--- src/rtl/kes_channel_requester.sv ---
// kes_channel_requester: channel-side requester for the shared KES arbiter.
// Buffers syndrome chunks in a small FIFO and requests the KES once a whole
// codeword group is buffered. It then hands out one chunk per grant pulse and
// flags the last chunk of the group so the arbiter can release the KES.
// Optional feature: define KES_REQ_TIMEOUT_EN to add a request-starvation
// watchdog with the sticky output oReqTimeout.
module kes_channel_requester #(
    parameter int         SYN_WIDTH        = 48,
    parameter int         DEPTH            = 8,
    parameter int         CHUNKS_PER_GROUP = 2,
    parameter logic [1:0] CHANNEL_ID       = 2'd0
) (
    input  logic                 iClock,
    input  logic                 iReset_n,
    input  logic                 iSynValid,
    input  logic [SYN_WIDTH-1:0] iSynData,
    output logic                 oSynReady,
    output logic                 oKESRequest,
    input  logic                 iKESGrant,
    output logic                 oLastChunk,
    output logic [SYN_WIDTH-1:0] oSynOut,
    output logic                 oSynOutValid,
    output logic [1:0]           oChannelNumber,
    output logic                 oGrantError
`ifdef KES_REQ_TIMEOUT_EN
    ,
    output logic                 oReqTimeout
`endif
);

    localparam int PTR_W = (DEPTH > 1) ? $clog2(DEPTH) : 1;
    localparam int CNT_W = $clog2(DEPTH + 1);
    localparam int IG_W  = (CHUNKS_PER_GROUP > 1) ? $clog2(CHUNKS_PER_GROUP) : 1;
    localparam int GRP_W = $clog2(DEPTH / CHUNKS_PER_GROUP + 1);

    localparam logic [CNT_W-1:0] FULL_CNT  = CNT_W'(DEPTH);
    localparam logic [IG_W-1:0]  LAST_IDX  = IG_W'(CHUNKS_PER_GROUP - 1);

    typedef enum logic [1:0] {
        ST_IDLE,
        ST_XFER,
        ST_LAST
    } state_e;

    state_e               state_q, state_d;
    logic [SYN_WIDTH-1:0] mem_q [DEPTH];
    logic [PTR_W-1:0]     wr_ptr_q, wr_ptr_d;
    logic [PTR_W-1:0]     rd_ptr_q, rd_ptr_d;
    logic [CNT_W-1:0]     count_q, count_d;
    logic [IG_W-1:0]      in_cnt_q, in_cnt_d;
    logic [IG_W-1:0]      out_cnt_q, out_cnt_d;
    logic [GRP_W-1:0]     grp_cnt_q, grp_cnt_d;
    logic [SYN_WIDTH-1:0] syn_out_q, syn_out_d;
    logic                 syn_out_valid_q, syn_out_valid_d;
    logic                 last_chunk_q, last_chunk_d;
    logic                 grant_error_q, grant_error_d;

    logic push, pop, pop_last, grp_inc, grp_dec;

    // Handshake qualification, FSM next state and all datapath next values.
    always_comb begin
        // NOTE: every signal gets a default before any branch, so no latch
        // can be inferred when a path leaves it unassigned.
        state_d         = state_q;
        wr_ptr_d        = wr_ptr_q;
        rd_ptr_d        = rd_ptr_q;
        count_d         = count_q;
        in_cnt_d        = in_cnt_q;
        out_cnt_d       = out_cnt_q;
        grp_cnt_d       = grp_cnt_q;
        syn_out_d       = syn_out_q;
        syn_out_valid_d = 1'b0;
        last_chunk_d    = last_chunk_q;
        grant_error_d   = grant_error_q;
        pop             = 1'b0;

        push     = iSynValid && (count_q != FULL_CNT);
        pop_last = (out_cnt_q == LAST_IDX);

        unique case (state_q)
            ST_IDLE: begin
                if (iKESGrant && (grp_cnt_q != '0)) begin
                    pop     = 1'b1;
                    state_d = pop_last ? ST_LAST : ST_XFER;
                end
            end
            ST_XFER: begin
                if (iKESGrant && (count_q != '0)) begin
                    pop     = 1'b1;
                    state_d = pop_last ? ST_LAST : ST_XFER;
                end
            end
            ST_LAST: begin
                state_d = ST_IDLE;
            end
            default: begin
                state_d = ST_IDLE;
            end
        endcase

        // A grant that cannot be served is a protocol violation; keep it sticky.
        if (iKESGrant && !pop) begin
            grant_error_d = 1'b1;
        end

        if (push) begin
            wr_ptr_d = wr_ptr_q + PTR_W'(1);
            in_cnt_d = (in_cnt_q == LAST_IDX) ? '0 : in_cnt_q + IG_W'(1);
        end

        if (pop) begin
            rd_ptr_d        = rd_ptr_q + PTR_W'(1);
            out_cnt_d       = pop_last ? '0 : out_cnt_q + IG_W'(1);
            syn_out_d       = mem_q[rd_ptr_q];
            syn_out_valid_d = 1'b1;
            last_chunk_d    = pop_last;
        end

        unique case ({push, pop})
            2'b10:   count_d = count_q + CNT_W'(1);
            2'b01:   count_d = count_q - CNT_W'(1);
            default: count_d = count_q;
        endcase

        grp_inc = push && (in_cnt_q == LAST_IDX);
        grp_dec = pop && pop_last;
        unique case ({grp_inc, grp_dec})
            2'b10:   grp_cnt_d = grp_cnt_q + GRP_W'(1);
            2'b01:   grp_cnt_d = grp_cnt_q - GRP_W'(1);
            default: grp_cnt_d = grp_cnt_q;
        endcase
    end

    // Control and output registers, all cleared by the async reset.
    always_ff @(posedge iClock or negedge iReset_n) begin
        // NOTE: sequential state uses non-blocking assignments so every flop
        // samples pre-edge values regardless of statement order.
        if (!iReset_n) begin
            state_q         <= ST_IDLE;
            wr_ptr_q        <= '0;
            rd_ptr_q        <= '0;
            count_q         <= '0;
            in_cnt_q        <= '0;
            out_cnt_q       <= '0;
            grp_cnt_q       <= '0;
            syn_out_q       <= '0;
            syn_out_valid_q <= 1'b0;
            last_chunk_q    <= 1'b0;
            grant_error_q   <= 1'b0;
        end else begin
            state_q         <= state_d;
            wr_ptr_q        <= wr_ptr_d;
            rd_ptr_q        <= rd_ptr_d;
            count_q         <= count_d;
            in_cnt_q        <= in_cnt_d;
            out_cnt_q       <= out_cnt_d;
            grp_cnt_q       <= grp_cnt_d;
            syn_out_q       <= syn_out_d;
            syn_out_valid_q <= syn_out_valid_d;
            last_chunk_q    <= last_chunk_d;
            grant_error_q   <= grant_error_d;
        end
    end

    // FIFO storage write port.
    always_ff @(posedge iClock) begin
        // NOTE: the storage array has no reset; the pointers and occupancy
        // count define which entries are meaningful, so a reset would only
        // cost area and routing.
        if (push) begin
            mem_q[wr_ptr_q] <= iSynData;
        end
    end

    assign oSynReady      = (count_q != FULL_CNT);
    assign oKESRequest    = (state_q == ST_IDLE) && (grp_cnt_q != '0);
    assign oLastChunk     = last_chunk_q;
    assign oSynOut        = syn_out_q;
    assign oSynOutValid   = syn_out_valid_q;
    assign oChannelNumber = CHANNEL_ID;
    assign oGrantError    = grant_error_q;

`ifdef KES_REQ_TIMEOUT_EN
    logic [15:0] to_cnt_q, to_cnt_d;
    logic        timeout_q, timeout_d;

    // Watchdog: counts while waiting for a grant, restarts on every grant.
    always_comb begin
        to_cnt_d  = to_cnt_q;
        timeout_d = timeout_q;
        if (iKESGrant) begin
            to_cnt_d = '0;
        end else if ((oKESRequest || (state_q == ST_XFER)) && (to_cnt_q != 16'hFFFF)) begin
            to_cnt_d = to_cnt_q + 16'd1;
        end
        if (to_cnt_d == 16'hFFFF) begin
            timeout_d = 1'b1;
        end
    end

    // Watchdog registers.
    always_ff @(posedge iClock or negedge iReset_n) begin
        if (!iReset_n) begin
            to_cnt_q  <= '0;
            timeout_q <= 1'b0;
        end else begin
            to_cnt_q  <= to_cnt_d;
            timeout_q <= timeout_d;
        end
    end

    assign oReqTimeout = timeout_q;
`endif

endmodule

--- config.mk ---
export PLATFORM = sky130hd
export DESIGN_NAME = kes_channel_requester
export DESIGN_NICKNAME = d
export VERILOG_FILES = /design/src/rtl/kes_channel_requester.sv
export SDC_FILE = /design/constraint.sdc
export NUM_CORES = 1
export LEC_CHECK = 0
export ABC_CLOCK_PERIOD_IN_PS = 16340
export CAP_MARGIN = 10
export CORE_MARGIN = 2
export CORE_UTILIZATION = 34
export CTS_CLUSTER_SIZE = 24
export DETAILED_ROUTE_END_ITERATION = 10
export DONT_BUFFER_PORTS = 1
export PLACE_DENSITY = 0.58
export SYNTH_ARGS = -nofsm -noshare
export SYNTH_HDL_FRONTEND = slang
export SYNTH_SLANG_ARGS = --single-unit
export TNS_END_PERCENT = 100
--- constraint.sdc ---
create_clock -name iClock -period 16.34 [get_ports iClock]
set_input_delay 4.902 -clock iClock [delete_from_list [all_inputs] [get_ports iClock]]
set_output_delay 4.902 -clock iClock [all_outputs]
set_load 0.02 [all_outputs]
==> metrics.csv, run 1 <==
metric,value,unit
status,"finished, final reports clean",
synth-xor-area-share,0.00719,
worstHoldStart,state_q[1],
routabilityCongestion,0.677,
drtIter0Drc,482,
synth_ff_type,edfxtp_1,
grt_pass1_wl,51100,µm
cts_resized,0,
clk_pin_slew_worst_paths,60,ps
slew_headroom,0.267,
rrSetupSlack,13070,ps
cp.arrival,7390,ps
grt_usage,0.131,
clock_path_buffers,3,
finalMaxSlewViolations,0,
hpwl,18200,µm
maxCapViolCount,0,
cts_sinks,452,
hold_path_class,reg -> reg,
n_antenna_cell,0,
p_leak,6.41,nW
synth-edff-count,384,
nFillCells,4521,
numCtsBuffers,48,
syn-cell-area,17100,µm²
crit_type,in -> reg,
setup_tns,0,ps
critPathRequiredTime,16800,ps
die_h,228,µm
die_x,228,µm
io_pins,107,
finalSetupViolCount,0,
synth_top_area_cell,edfxtp_1,
area_growth_syn_to_layout,14.3,%
clockRootBuffer,clkbuf_16,
hold_viol_final,0,
holdPathEnd,state_q[0],
core_area,49900,µm²
worstReg2RegStart,count_q[2],
hold_depth,1,
dr.pass1.iters,5,
cts_tree,done,
skew,22.5,ps
fin_crit_sh,0.424,
antenna_found_initial,0,
synth_top_family_by_area,multiplexers,
worstPathMaxFanout,68,
synth-seq-cells,452,
grt_overflow_total,0,
cts_setup_buffers,0,
rsz0062_at_grt,no,
peakVddDrop,0.105,mV
synth_top_area_share,0.676,
fin_nets,888,
first_global_vias,7956,
reg2reg_to,count_q[2],
synthCells,807,
synth.avg_cell_area,21.1,µm²
endpoint_kind,flop,
power_density,191,nW/µm²
layout_min_cycle_time,6930,ps
synthSimpleGateAreaFrac,0.0196,
ctsHoldBuffers,0,
worst_r2r_path_depth,10,
dieArea,52000,µm²
htree_levels,2,
crit_start,iKESGrant,
grt_max_degree,69,
drtAntennaViolNets,0,
place_ws,8750,ps
drc,0,
critPathLaunchType,input pin,
yosysSeqAreaShare,0.775,
max_freq,144,MHz
synth.area.mux_share,0.159,
drt-vias-per-instance,4.81,
finalWirelength,33400,µm
port_buffers,0,
initial_utilization,0.342,
synth_adder_area_share,0.00557,
synth-compound-area-share,0.0185,
ys_types,34,
rows,82,
async_flop_share,0.150,
synth.area.top_cells,"edfxtp_1 68%, mux4_2 13%, dfrtp_1 10%, mux2i_1 2.9%, a21oi_1 1.5%",
clkLatencyLatePin,580,ps
vias,7414,
setup_slack,9410,ps
drive_gt1_frac,0.229,
ys_warn_count,0,
worstMarginPinSlew,1100,ps
routedWlPerCell,21.7,µm
-- layout by cell type (no fill, tap or decap), drive strengths merged, types with 7 or more instances in the layout --
cell      n
edfxtp  384
buf      13
a21oi    51
dfrtp    68
inv       7
xor2     10
mux2i    49
mux4     96
nor2     56
bufinv    7
clkbuf   66
clkinv   14
-- synth_stat cells (2+ instances only) --
library cell / instances
nor2b_1: 2
mux2i_1: 49
mux2_4: 2
buf_4: 3
nor2_1: 56
nand2b_1: 3
buf_2: 12
inv_1: 5
dfrtp_1: 68
nand2_1: 6
mux2_2: 2
ha_1: 6
o31a_1: 2
clkbuf_1: 20
buf_6: 7
edfxtp_1: 384
a21oi_1: 51
xor2_1: 10
nor3_1: 5
xnor2_1: 4
and2_1: 2
mux4_2: 96
-- worst max-delay path, cell delays in order --
cell     delay, ps
nor2b_1        140
a32o_4         480
buf_4          670
ha_1           400
xor2_1         100
ha_1           190
a21oi_1        140
xor2_1         160
nor2_1          60
xor2_1         140
-- metal layers --
layer	track usage	part of all wire
met5	0	0
met4	0.0417	0.019
met3	0.0403	0.071
met2	0.214	0.48
met1	0.167	0.43
-- logic make-up (layout without fill, tap and decap cells) --
| logic type | Yosys count | after routing |
|---|---|---|
| and+or+nand+nor | 79 | 79 |
| xor gates and xnor gates | 14 | 14 |
| muxes | 149 | 149 |
| AOI/OAI and AO/OA | 58 | 58 |
| DFF | 452 | 452 |
| other | 1 | 2 |
| buffers and inverters | 47 | 108 |
| adders and majority gates | 7 | 7 |
-- sequential cells by signal, indices dropped and copies added, names as in the netlist, 2 cells and up --
| name | count |
|---|---|
| mem_q | 384 |
| state_q | 2 |
| wr_ptr_q | 3 |
| oSynOut | 48 |
| rd_ptr_q | 3 |
| grp_cnt_q | 3 |
| count_q | 4 |
-- area by class of cell --
| class | count | area [µm²] | share of cell area |
|---|---|---|---|
| Sequential cell | 452 | 13200 | 0.679 |
| Multi-Input combinational cell | 309 | 3640 | 0.187 |
| Clock buffer | 66 | 1340 | 0.0688 |
| Tap cell | 672 | 841 | 0.0431 |
| Clock inverter | 24 | 317 | 0.0162 |
| Timing Repair Buffer | 13 | 97.6 | 0.00500 |
| Inverter | 5 | 18.8 | 0.000962 |
-- how the worst max path moves through the flow --
stage	endpoint	slack (ps)
after floorplan	mem_q[0][0]	5680
after global placement	count_q[2]	8770
after detailed placement	mem_q[0][41]	8750
after CTS	count_q[2]	9380
after global routing	count_q[2]	9160
final	count_q[2]	9410
-- power breakdown --
group / leakage [nW] / switching [mW] / total [mW] / internal [mW]
sequential: 4.25 / 0.260 / 1.76 / 1.50
combinational: 1.35 / 0.422 / 0.831 / 0.409
clock: 0.812 / 0.442 / 1.13 / 0.688
-- through the flow --
stage / instance area [µm²] / instances / power [mW] / util / hold WS, ps
3_3_place_gp: 17800 / 1451 / 2.63 / 0.358 / 452
6_report: 19500 / 1541 / 3.72 / 0.391 / 466
4_1_cts: 19500 / 1541 / 3.79 / 0.391 / 468
3_5_place_dp: 17800 / 1451 / 2.65 / 0.358 / 458
2_1_floorplan: 17100 / 808 / 2.41 / - / 426
5_1_grt: 19500 / 1541 / 3.91 / 0.391 / 485
Note: power is estimated with default switching activity, not from simulation.
==> run 2, diff against run 1 <==
- ABC_CLOCK_PERIOD_IN_PS: 16340 -> 6100
- PLACE_DENSITY: 0.58 -> 0.6
- clock period: 16.34 -> 6.1 ns (I/O delays scaled with it)
==> metrics.csv, run 2 (same netlist as run 1, synthesis figures left out) <==
metric,value,unit
status,"finished, final reports clean",
critPathBufInv,1,
critPathLaunchType,input pin,
max_flop_register,mem_q,
drtAntennaViolNets,0,
hpwl,18400,µm
rsz0062_at_grt,no,
cts_tree,done,
most-common-layout-cells,"384 x edfxtp_1, 96 x mux4_2, 65 x dfrtp_1",
grt_pass1_wl,50200,µm
clk_pin_slew_worst_paths,60,ps
power_density,502,nW/µm²
cts_resized,0,
hold_path_class,reg -> reg,
cts_sinks,452,
drt-vias-per-instance,4.83,
cts_setup_buffers,0,
die_h,228,µm
finalSetupViolCount,0,
slew_headroom,0.249,
drtIter0Drc,438,
path_delay_family,simple AND/OR/NAND/NOR gates,
crit_chain,"a21boi_1, nand2_1, nor2_4, buf_4",
peakVddDrop,0.246,mV
drc,0,
routabilityCongestion,0.656,
htree_levels,2,
dr.pass1.iters,4,
grt_overflow_total,0,
hold_viol_final,0,
die_x,228,µm
first_global_vias,7912,
numCtsBuffers,47,
largest_reg_flops,384,
crit_type,in -> reg,
clock_path_buffers,3,
fin_nets,888,
initial_utilization,0.342,
critPathRequiredTime,6290,ps
io_pins,107,
core_area,49900,µm²
n_antenna_cell,0,
skew,14.8,ps
endpoint_kind,flop,
grt_max_degree,69,
clockRootBuffer,clkbuf_16,
area_growth_syn_to_layout,13.7,%
mostFrequentLayoutCell,edfxtp_1,
fin_crit_sh,0.619,
rows,82,
maxCapViolCount,0,
drive_gt1_frac,0.228,
slowest_delay,570,ps
finalMaxSlewViolations,0,
finalWirelength,33200,µm
slowest_stage,a21boi_1,
max_freq,265,MHz
worstPathMaxFanout,32,
antenna_found_initial,0,
worstMarginPinSlew,1130,ps
layout_min_cycle_time,3780,ps
ctsHoldBuffers,0,
p_leak,6.36,nW
final_util,0.389,
place_ws,1740,ps
vias,7433,
routedWlPerCell,21.5,µm
clkLatencyLatePin,570,ps
cp.arrival,3970,ps
port_buffers,0,
setup_slack,2320,ps
dieArea,52000,µm²
grt_usage,0.129,
## run 2: changes by cell type in the layout (fill, tap and decap cells not counted), sizes merged
| cell | before | now |
|---|---|---|
| buf | 13 | 14 |
| bufinv | 7 | 3 |
| clkinv | 14 | 15 |
| clkinvlp | 1 | 0 |
| inv | 7 | 9 |
## run 2: final timing paths
check,start,to,slack (ps),cells past startpoint
max in group asynchronous,iReset_n,rd_ptr_q[0],5010,0
min,in_cnt_q,in_cnt_q,470,1
min in group asynchronous,iReset_n,oSynOut[43],960,0
max reg2reg,count_q[1],mem_q[3][14],3020,5
max,iSynValid,mem_q[3][14],2320,4
min reg2reg,in_cnt_q,in_cnt_q,470,1
## run 2: cell type report
type	instances	area, µm²
clock buffers	66	1310
multi-input cells	309	3660
fillers	4467	30500
inverters	5	18.8
flip-flops and latches	452	13200
well taps	672	841
clock inverters	22	200
repair buffers	14	130
## run 2: per-layer routing
metal  GRT usage  vias up  part of all wire
met2       0.210      162              0.48
met4      0.0433        0             0.023
li1            -     3298                 -
met1       0.161     3916              0.42
met3      0.0444       57             0.077
met5           0        -                 0
## run 2: stage by stage
stage | TNS [ps] | instances | instance area, µm² | power, mW | hold WS (ps)
after floorplan | -31270 | 808 | 17100 | 6.46 | 426
after global placement | 0 | 1452 | 17900 | 7.06 | 439
after detailed placement | 0 | 1452 | 17900 | 7.11 | 458
after CTS | 0 | 1540 | 19400 | 9.92 | 467
after global routing | 0 | 1540 | 19400 | 10.3 | 487
final | 0 | 1540 | 19400 | 9.74 | 467
## run 2: report_power, final
group / switching (mW) / internal (mW)
clock: 1.15 / 1.63
combinational: 1.05 / 1.11
sequential: 0.789 / 4.00
==> run 3, diff against run 2 <==
- ABC_CLOCK_PERIOD_IN_PS: 6100 -> 3530
- PLACE_DENSITY: 0.6 -> 0.58
- clock period: 6.1 -> 3.53 ns (I/O delays scaled with it)
==> metrics.csv, run 3 (same netlist as run 1, synthesis figures left out) <==
metric,value,unit
cts_tree,done,
met2WireLength,15800,µm
largest_reg_flops,384,
met3_length,2370,µm
core_area,49900,µm²
vias,7516,
seq_power_share,0.471,
die_h,228,µm
max_freq,364,MHz
n_antenna_cell,0,
finalSetupViolCount,0,
grt_max_degree,69,
finalWirelength,33700,µm
switchingPower,5.26,mW
combPwrFrac,0.235,
switching_share,0.307,
clockRootBuffer,clkbuf_16,
p_int,11.9,mW
status,"finished, final reports clean",
place_ws,723,ps
max_flop_register,mem_q,
clk_pin_slew_worst_paths,60,ps
finalMaxSlewViolations,0,
skew,16.6,ps
drt-vias-per-instance,4.85,
setup_slack,783,ps
crit_type,reg -> out,
most-common-layout-cells,"384 x edfxtp_1, 96 x mux4_2, 65 x dfrtp_1",
drtIter0Drc,480,
slew_headroom,0.310,
ctsHoldBuffers,0,
layout_min_cycle_time,2750,ps
rows,82,
dieArea,52000,µm²
htree_levels,2,
fin_crit_sh,0.778,
worstMarginPinSlew,1040,ps
port_buffers,0,
die_x,228,µm
dr.pass1.iters,4,
mostFrequentLayoutCell,edfxtp_1,
drive_gt1_frac,0.245,
final_util,0.393,
area_growth_syn_to_layout,14.8,%
met1Wirelength,14700,µm
antenna_found_initial,0,
routabilityCongestion,0.685,
cts_resized,0,
grt_overflow_total,0,
hpwl,19500,µm
critPathRequiredTime,2470,ps
first_global_vias,8103,
cts_setup_buffers,0,
drc,0,
initial_utilization,0.342,
fin_nets,898,
endpoint_kind,output port,
grt_usage,0.132,
grt_pass1_wl,52200,µm
drtAntennaViolNets,0,
clockPowerShare,0.294,
cts_sinks,452,
p_leak,6.46,nW
peakVddDrop,0.392,mV
clkLatencyLatePin,570,ps
critPathLaunchType,flop,
clock_path_buffers,3,
power_density,876,nW/µm²
io_pins,107,
worstPathMaxFanout,7,
top_layer,met4,
cp.arrival,1690,ps
numCtsBuffers,47,
rsz0062_at_grt,no,
routedWlPerCell,21.7,µm
hold_path_class,in -> async,
maxCapViolCount,0,
hold_viol_final,0,
run 3: cell count changes in the layout (fill, tap and decap cells not counted), sizes merged:
| cell | previous run | this run |
|---|---|---|
| bufinv | 3 | 6 |
| clkbuf | 66 | 61 |
| clkinv | 15 | 12 |
| clkinvlp | 0 | 3 |
| inv | 9 | 11 |
| buf | 14 | 24 |
run 3: metal layers:
layer	vias to the layer above	GRT usage
met4	0	0.0429
met2	158	0.206
li1	3329	-
met1	3979	0.178
met3	50	0.0399
met5	-	0
run 3: worst paths after layout:
kind / start / to / slack [ps] / cells past startpoint
setup / recovery: count_q[1] / oSynReady / 780 / 2
hold / removal: iReset_n / oSynOut[17] / 180 / 0
setup reg to reg: count_q[2] / count_q[2] / 880 / 9
hold reg to reg: state_q[1] / state_q[0] / 470 / 1
max in group asynchronous: iReset_n / rd_ptr_q[1] / 3200 / 0
min in group iClock: state_q[1] / state_q[0] / 470 / 1
run 3: final cells by class:
class / instances / area [µm²]
Clock buffer: 61 / 1280
Clock inverter: 27 / 315
Fill cell: 4520 / 30300
Inverter: 5 / 18.8
Multi-Input combinational cell: 309 / 3690
Sequential cell: 452 / 13200
Tap cell: 672 / 841
Timing Repair Buffer: 24 / 205
run 3: through the flow:
stage	TNS (ps)	total power, mW	std cells	hold WS [ps]	cell area [µm²]
floorplan	-110430	11.2	808	426	17100
global placement	0	12.3	1462	438	18000
detailed placement	0	12.4	1462	455	18000
CTS	0	17.5	1550	138	19600
global route	0	18.1	1550	142	19600
finish	0	17.2	1550	176	19600
run 3: critical path, cell delays in order, from the launching register on:
cell and delay (ps):
dfrtp_1 460, nor3_1 400, nand2_1 260
run 3: power groups by stage:
stage	logic, mW	clock network (mW)	registers (mW)
after floorplan	3.46	0	7.72
after global placement	4.11	0	8.21
after detailed placement	4.15	0	8.24
after CTS	4.17	5.21	8.14
after global routing	4.47	5.41	8.24
final	4.03	5.05	8.09
